[src/rtl/fifo_pkg.sv]
// Project-wide default geometry for the first-word-fall-through input queue.
package fifo_pkg;
  localparam int DEFAULT_NUM_SLOTS     = 4;
  localparam int DEFAULT_LOG_NUM_SLOTS = 2;
  localparam int DEFAULT_DATA_WIDTH    = 8;
endpackage

[src/rtl/fifo_mem.sv]
// Register array: synchronous write, asynchronous read, synchronous active-low clear.
// Latency: write visible on rd_dat the cycle after the edge; no backpressure (caller gates wr_en).
module fifo_mem
  import fifo_pkg::*;
#(
  parameter int NUM_SLOTS     = DEFAULT_NUM_SLOTS,
  parameter int LOG_NUM_SLOTS = DEFAULT_LOG_NUM_SLOTS,
  parameter int DATA_WIDTH    = DEFAULT_DATA_WIDTH
) (
  input  logic                     clk,
  input  logic                     rst,
  input  logic                     wr_en,
  input  logic [LOG_NUM_SLOTS-1:0] wr_addr,
  input  logic [DATA_WIDTH-1:0]    wr_dat,
  input  logic [LOG_NUM_SLOTS-1:0] rd_addr,
  output logic [DATA_WIDTH-1:0]    rd_dat
);

  logic [NUM_SLOTS-1:0][DATA_WIDTH-1:0] mem;

  // Clear wins over write so a request in the reset cycle is discarded.
  always_ff @(posedge clk) begin
    if (!rst) begin
      mem <= '0;
    end else if (wr_en) begin
      mem[wr_addr] <= wr_dat;
    end
  end

  assign rd_dat = mem[rd_addr];

endmodule

[src/rtl/fifo.sv]
// Synchronous FWFT FIFO; head word shown combinationally on data_read. Optional checks: FIFO_CHECK_EN.
// Latency: write at edge t readable in cycle t+1; writes while full and reads while empty are dropped.
module fifo
  import fifo_pkg::*;
#(
  parameter int NUM_SLOTS     = DEFAULT_NUM_SLOTS,
  parameter int LOG_NUM_SLOTS = DEFAULT_LOG_NUM_SLOTS,
  parameter int DATA_WIDTH    = DEFAULT_DATA_WIDTH
) (
  input  logic                  clk,
  input  logic                  rst,
  input  logic [DATA_WIDTH-1:0] data_write,
  input  logic                  write,
  output logic                  full,
  output logic                  almost_full,
  output logic [DATA_WIDTH-1:0] data_read,
  input  logic                  next_read,
  output logic                  empty
);

  localparam logic [LOG_NUM_SLOTS:0]   CNT_FULL = (LOG_NUM_SLOTS+1)'(NUM_SLOTS);
  localparam logic [LOG_NUM_SLOTS:0]   CNT_ONE  = (LOG_NUM_SLOTS+1)'(1);
  localparam logic [LOG_NUM_SLOTS-1:0] PTR_ONE  = LOG_NUM_SLOTS'(1);

  logic [LOG_NUM_SLOTS-1:0] wr_ptr;
  logic [LOG_NUM_SLOTS-1:0] rd_ptr;
  logic [LOG_NUM_SLOTS:0]   count;
  logic                     wr_acc;
  logic                     rd_acc;

  // Flags come only from the registered count, so no same-cycle pass-through.
  assign empty       = (count == '0);
  assign full        = (count == CNT_FULL);
  assign almost_full = (count >= CNT_FULL - CNT_ONE);

  assign wr_acc = write & ~full;
  assign rd_acc = next_read & ~empty;

  always_ff @(posedge clk) begin
    if (!rst) begin
      wr_ptr <= '0;
      rd_ptr <= '0;
      count  <= '0;
    end else begin
      if (wr_acc) wr_ptr <= wr_ptr + PTR_ONE;
      if (rd_acc) rd_ptr <= rd_ptr + PTR_ONE;
      case ({wr_acc, rd_acc})
        2'b10:   count <= count + CNT_ONE;
        2'b01:   count <= count - CNT_ONE;
        default: count <= count;
      endcase
    end
  end

  fifo_mem #(
    .NUM_SLOTS    (NUM_SLOTS),
    .LOG_NUM_SLOTS(LOG_NUM_SLOTS),
    .DATA_WIDTH   (DATA_WIDTH)
  ) u_mem (
    .clk    (clk),
    .rst    (rst),
    .wr_en  (wr_acc),
    .wr_addr(wr_ptr),
    .wr_dat (data_write),
    .rd_addr(rd_ptr),
    .rd_dat (data_read)
  );

`ifdef FIFO_CHECK_EN
  int unsigned cycle_cnt;

  initial begin
    if (NUM_SLOTS != (1 << LOG_NUM_SLOTS))
      $display("ERROR fifo: NUM_SLOTS=%0d is not 2**LOG_NUM_SLOTS=%0d", NUM_SLOTS, 1 << LOG_NUM_SLOTS);
  end

  always @(posedge clk) begin
    if (!rst) begin
      cycle_cnt <= 0;
    end else begin
      cycle_cnt <= cycle_cnt + 1;
      if (write && full)
        $display("ERROR fifo: write while full at cycle %0d", cycle_cnt);
      if (next_read && empty)
        $display("ERROR fifo: read while empty at cycle %0d", cycle_cnt);
    end
  end
`else
`endif

endmodule

[config.mk]
export PLATFORM = sky130hd
export DESIGN_NAME = fifo
export DESIGN_NICKNAME = d
export VERILOG_FILES = /design/src/rtl/fifo_pkg.sv /design/src/rtl/fifo_mem.sv /design/src/rtl/fifo.sv
export SDC_FILE = /design/constraint.sdc
export NUM_CORES = 1
export LEC_CHECK = 0
export CAP_MARGIN = 20
export CELL_PAD_IN_SITES_DETAIL_PLACEMENT = 0
export CELL_PAD_IN_SITES_GLOBAL_PLACEMENT = 1
export CORE_MARGIN = 4
export CORE_UTILIZATION = 45
export DETAILED_ROUTE_END_ITERATION = 10
export GPL_TIMING_DRIVEN = 0
export PLACE_DENSITY_LB_ADDON = 0.1
export SLEW_MARGIN = 0
export SYNTH_ARGS = -nofsm -noshare
export SYNTH_HDL_FRONTEND = slang
export SYNTH_HIERARCHICAL = 1
export SYNTH_SLANG_ARGS = --single-unit
[constraint.sdc]
create_clock -name clk -period 3.5 [get_ports clk]
set_input_delay 0.525 -clock clk [delete_from_list [all_inputs] [get_ports clk]]
set_output_delay 0.525 -clock clk [all_outputs]
set_load 0.02 [all_outputs]
==> summary.md <==
| Metric | Value |
|---|---|
| Site Rows | 22 |
| Unique masters post-synth | 28 |
| CP required | 2970 ps |
| Post-synth top area cell | dfxtp_1 |
| Count leader, synth | nand2_1 |
| Met3 Resource Use GR | 0.0489 |
| End of the worst hold path | u_mem/mem[8] |
| Routability cong. | 0.710 |
| Clock transition at path regs | 80 ps |
| Worst-margin pin slew | 634 ps |
| Area of the mapped netlist | 1740 sq um |
| Post-CTS Setup Bufs | 0 |
| Area after DPL | 2020 sq um |
| Largest net degree at the start of global routing | 14 |
| Via Count | 1247 |
| TritonCTS Buffers | 5 |
| 1st-pass router iterations | 4 |
| Slew Limit Headroom | 0.576 |
| Worst-Skew Late Latency | 290 ps |
| Setup WS pre-CTS | 962 ps |
| Ordered list of cells on the worst path | buf_2 -> mux4_2 -> clkdlybuf4s50_1 |
| DP HPWL | 2510 microns |
| Crit-path slowest cell | clkdlybuf4s50_1 |
| Final Instance Area | 2130 sq um |
| Resized cells post-CTS | 0 |
| Die H | 70.2 microns |
| RSZ-0062 raised after global routing | no |
| Post-synthesis register bit count | 39 |
| H-Tree Depth | 2 |
| FF-to-FF End | count[2] |
| Post-Syn Area per Cell | 10.5 sq um |
| Final non-filler cell total | 244 |
| Layout net count | 209 |
| Max Cap Viol | 0 |
| Layout cell share with drive strength beyond 1 | 0.122 |
| GRT Max-Usage Layer | met2 |
| Leak Pwr | 0.945 nW |
| Hold Crit Depth | 2 |
| Period utilization | 0.724 |
| Synth warn | 6 |
| Final worst slack | 967 ps |
| Predominant post-synthesis flop cell | dfxtp_1 |
| Max clock buf depth | 2 |
| CTS tree | done |
| Initial Util | 0.472 |
| Avg WL per Cell | 14.5 microns |
| R2r setup slk | 1280 ps |
| Cell area power density | 613 nW/um^2 |
| Slew Limit Fails | 0 |
| Ant. Diodes | 0 |
| Post-Syn Nets | 180 |
| Final Hold Fails | 0 |
| R2r startpoint | count[2] |
| EDFF count, synth | 0 |
| First-pass GRT wire length | 6130 microns |
| Initial antenna violation count | 0 |
| Tmin final | 2530 ps |
| Crit path kind | reg2out |
| Worst min path class | reg2reg |
| GR Util All Layers | 0.159 |
| Num ports | 23 |
| Synth async-reset ratio | 0 |
| IO Port Bufs | 22 |
| FILL cells | 346 |
| Post-synth top area share | 0.448 |
| Synth top area cells | dfxtp_1 (45%), mux2i_1 (19%), mux4_2 (10%) |
| Post-synth top cells | nand2_1 (45), dfxtp_1 (39), mux2i_1 (33) |
| Area delta synth->final | 22.1% |
| Cell total after placement | 236 |
| Met1 global-route usage | 0.198 |
| Peak VDD IR | 0.377 mV |
| Setup TNS | 0 ps |
| Die Area | 4930 sq um |
| Worst hold slack | 462 ps |
| Seq/Total Area, Yosys | 0.448 |
| Outcome | finished clean |
| DR iter-0 viols | 32 |
| Final setup violation count | 0 |
| CTS root buf | clkbuf_8 |
| GRT overflow | 0 |
| Worst Path Max Fanout | 8 |
| Number of global-route vias before repair | 1336 |
| Worst Reg-to-Reg Cells | 9 |
| Core Box Area | 3690 sq um |
| Chip width | 70.2 microns |
| CP arrival | 2010 ps |
| Routed WL | 3530 microns |
| Final Skew | 5.16 ps |
| Max incr delay on CP | 550 ps |
| DRC viols | 0 |
| CTS Hold Buffers Added | 0 |
| Max Clock Freq | 395 MHz |
| Antenna Violating Nets Remaining | 0 |
| Routing usage on met2 | 0.260 |
| # clock sinks | 39 |
| HP Start | u_mem/mem[8] |
| Endpoint type of the worst setup path | primary output |
| Mapped Cells | 166 |
| Drt via density | 5.11 |
| CP startpoint kind | register |
-- routing by layer --
metal,part of all wire,vias to the layer above
met5,0,-
met4,0.016,0
met3,0.040,6
met2,0.49,21
met1,0.45,595
li1,-,625
-- worst max-delay path, delay by kind of cell (launching register included) --
family / cells / cell delay, ps
flip-flops: 1 / 370
buffers and inverters: 2 / 810
multiplexers: 1 / 530
-- cell usage in the layout, fill, tap and decap left out, drive strengths merged --
master and count:
fa 1, inv 4, xnor2 1, nand2 45
nor2b 2, nand4bb 1, nand3 1, clkinvlp 1
ha 1, buf 6, mux4 8, mux2i 33
nor3b 1, or3b 1, dfxtp 39, xor2 1
a21boi 3, or3 3, clkbuf 10, nand2b 1
nand3b 2, nor3 1, and2 2, clkdlybuf4s50 22
o21ai 5, a21o 1
-- power by group --
part           total (mW)  switching [mW]  internal, mW
Clock               0.334           0.155         0.179
Sequential          0.540          0.0459         0.495
Combinational       0.430           0.212         0.218
-- logic make-up (layout without fill, tap and decap cells) --
group	Yosys count	count (layout)	share of synthesized area
adders and majority gates	2	2	0.0187
xor gates and xnor gates	2	2	0.0101
muxes	41	41	0.293
DFF	39	39	0.448
AOI/OAI and AO/OA	9	9	0.0316
and+or+nand+nor	60	60	0.163
buffers and inverters	13	43	0.0352
-- worst max-delay path by stage --
stage          slack [ps]  depth (start not counted)  startpoint            to
6_report              970                          3   rd_ptr[0]  data_read[7]
3_5_place_dp          960                          8   next_read      count[2]
2_1_floorplan        1270                          9    count[2]      count[2]
4_1_cts               930                          3   rd_ptr[1]  data_read[3]
5_1_grt               840                          3   rd_ptr[1]  data_read[0]
3_3_place_gp         1010                          8   next_read      count[2]
-- final cells by class --
| class | count | area [sq um] | share of cell area |
|---|---|---|---|
| Clock inverter | 1 | 7.51 | 0.00353 |
| Timing Repair Buffer | 22 | 220 | 0.104 |
| Multi-Input combinational cell | 114 | 900 | 0.423 |
| Buffer | 9 | 46.3 | 0.0218 |
| Inverter | 4 | 15.0 | 0.00706 |
| Sequential cell | 39 | 781 | 0.367 |
| Clock buffer | 7 | 96.3 | 0.0453 |
| Tap cell | 48 | 60.1 | 0.0283 |
-- sequential cells by signal, indices dropped and copies added (netlist names) --
register,count
rd_ptr,2
u_mem/mem,32
count,3
wr_ptr,2
-- metrics by stage --
step | utilization | total power, mW
floorplan | - | 0.835
global placement | 0.548 | 0.971
detailed placement | 0.548 | 0.986
CTS | 0.576 | 1.32
global route | 0.576 | 1.38
finish | 0.576 | 1.30
Power figures use the tool's default switching activity.
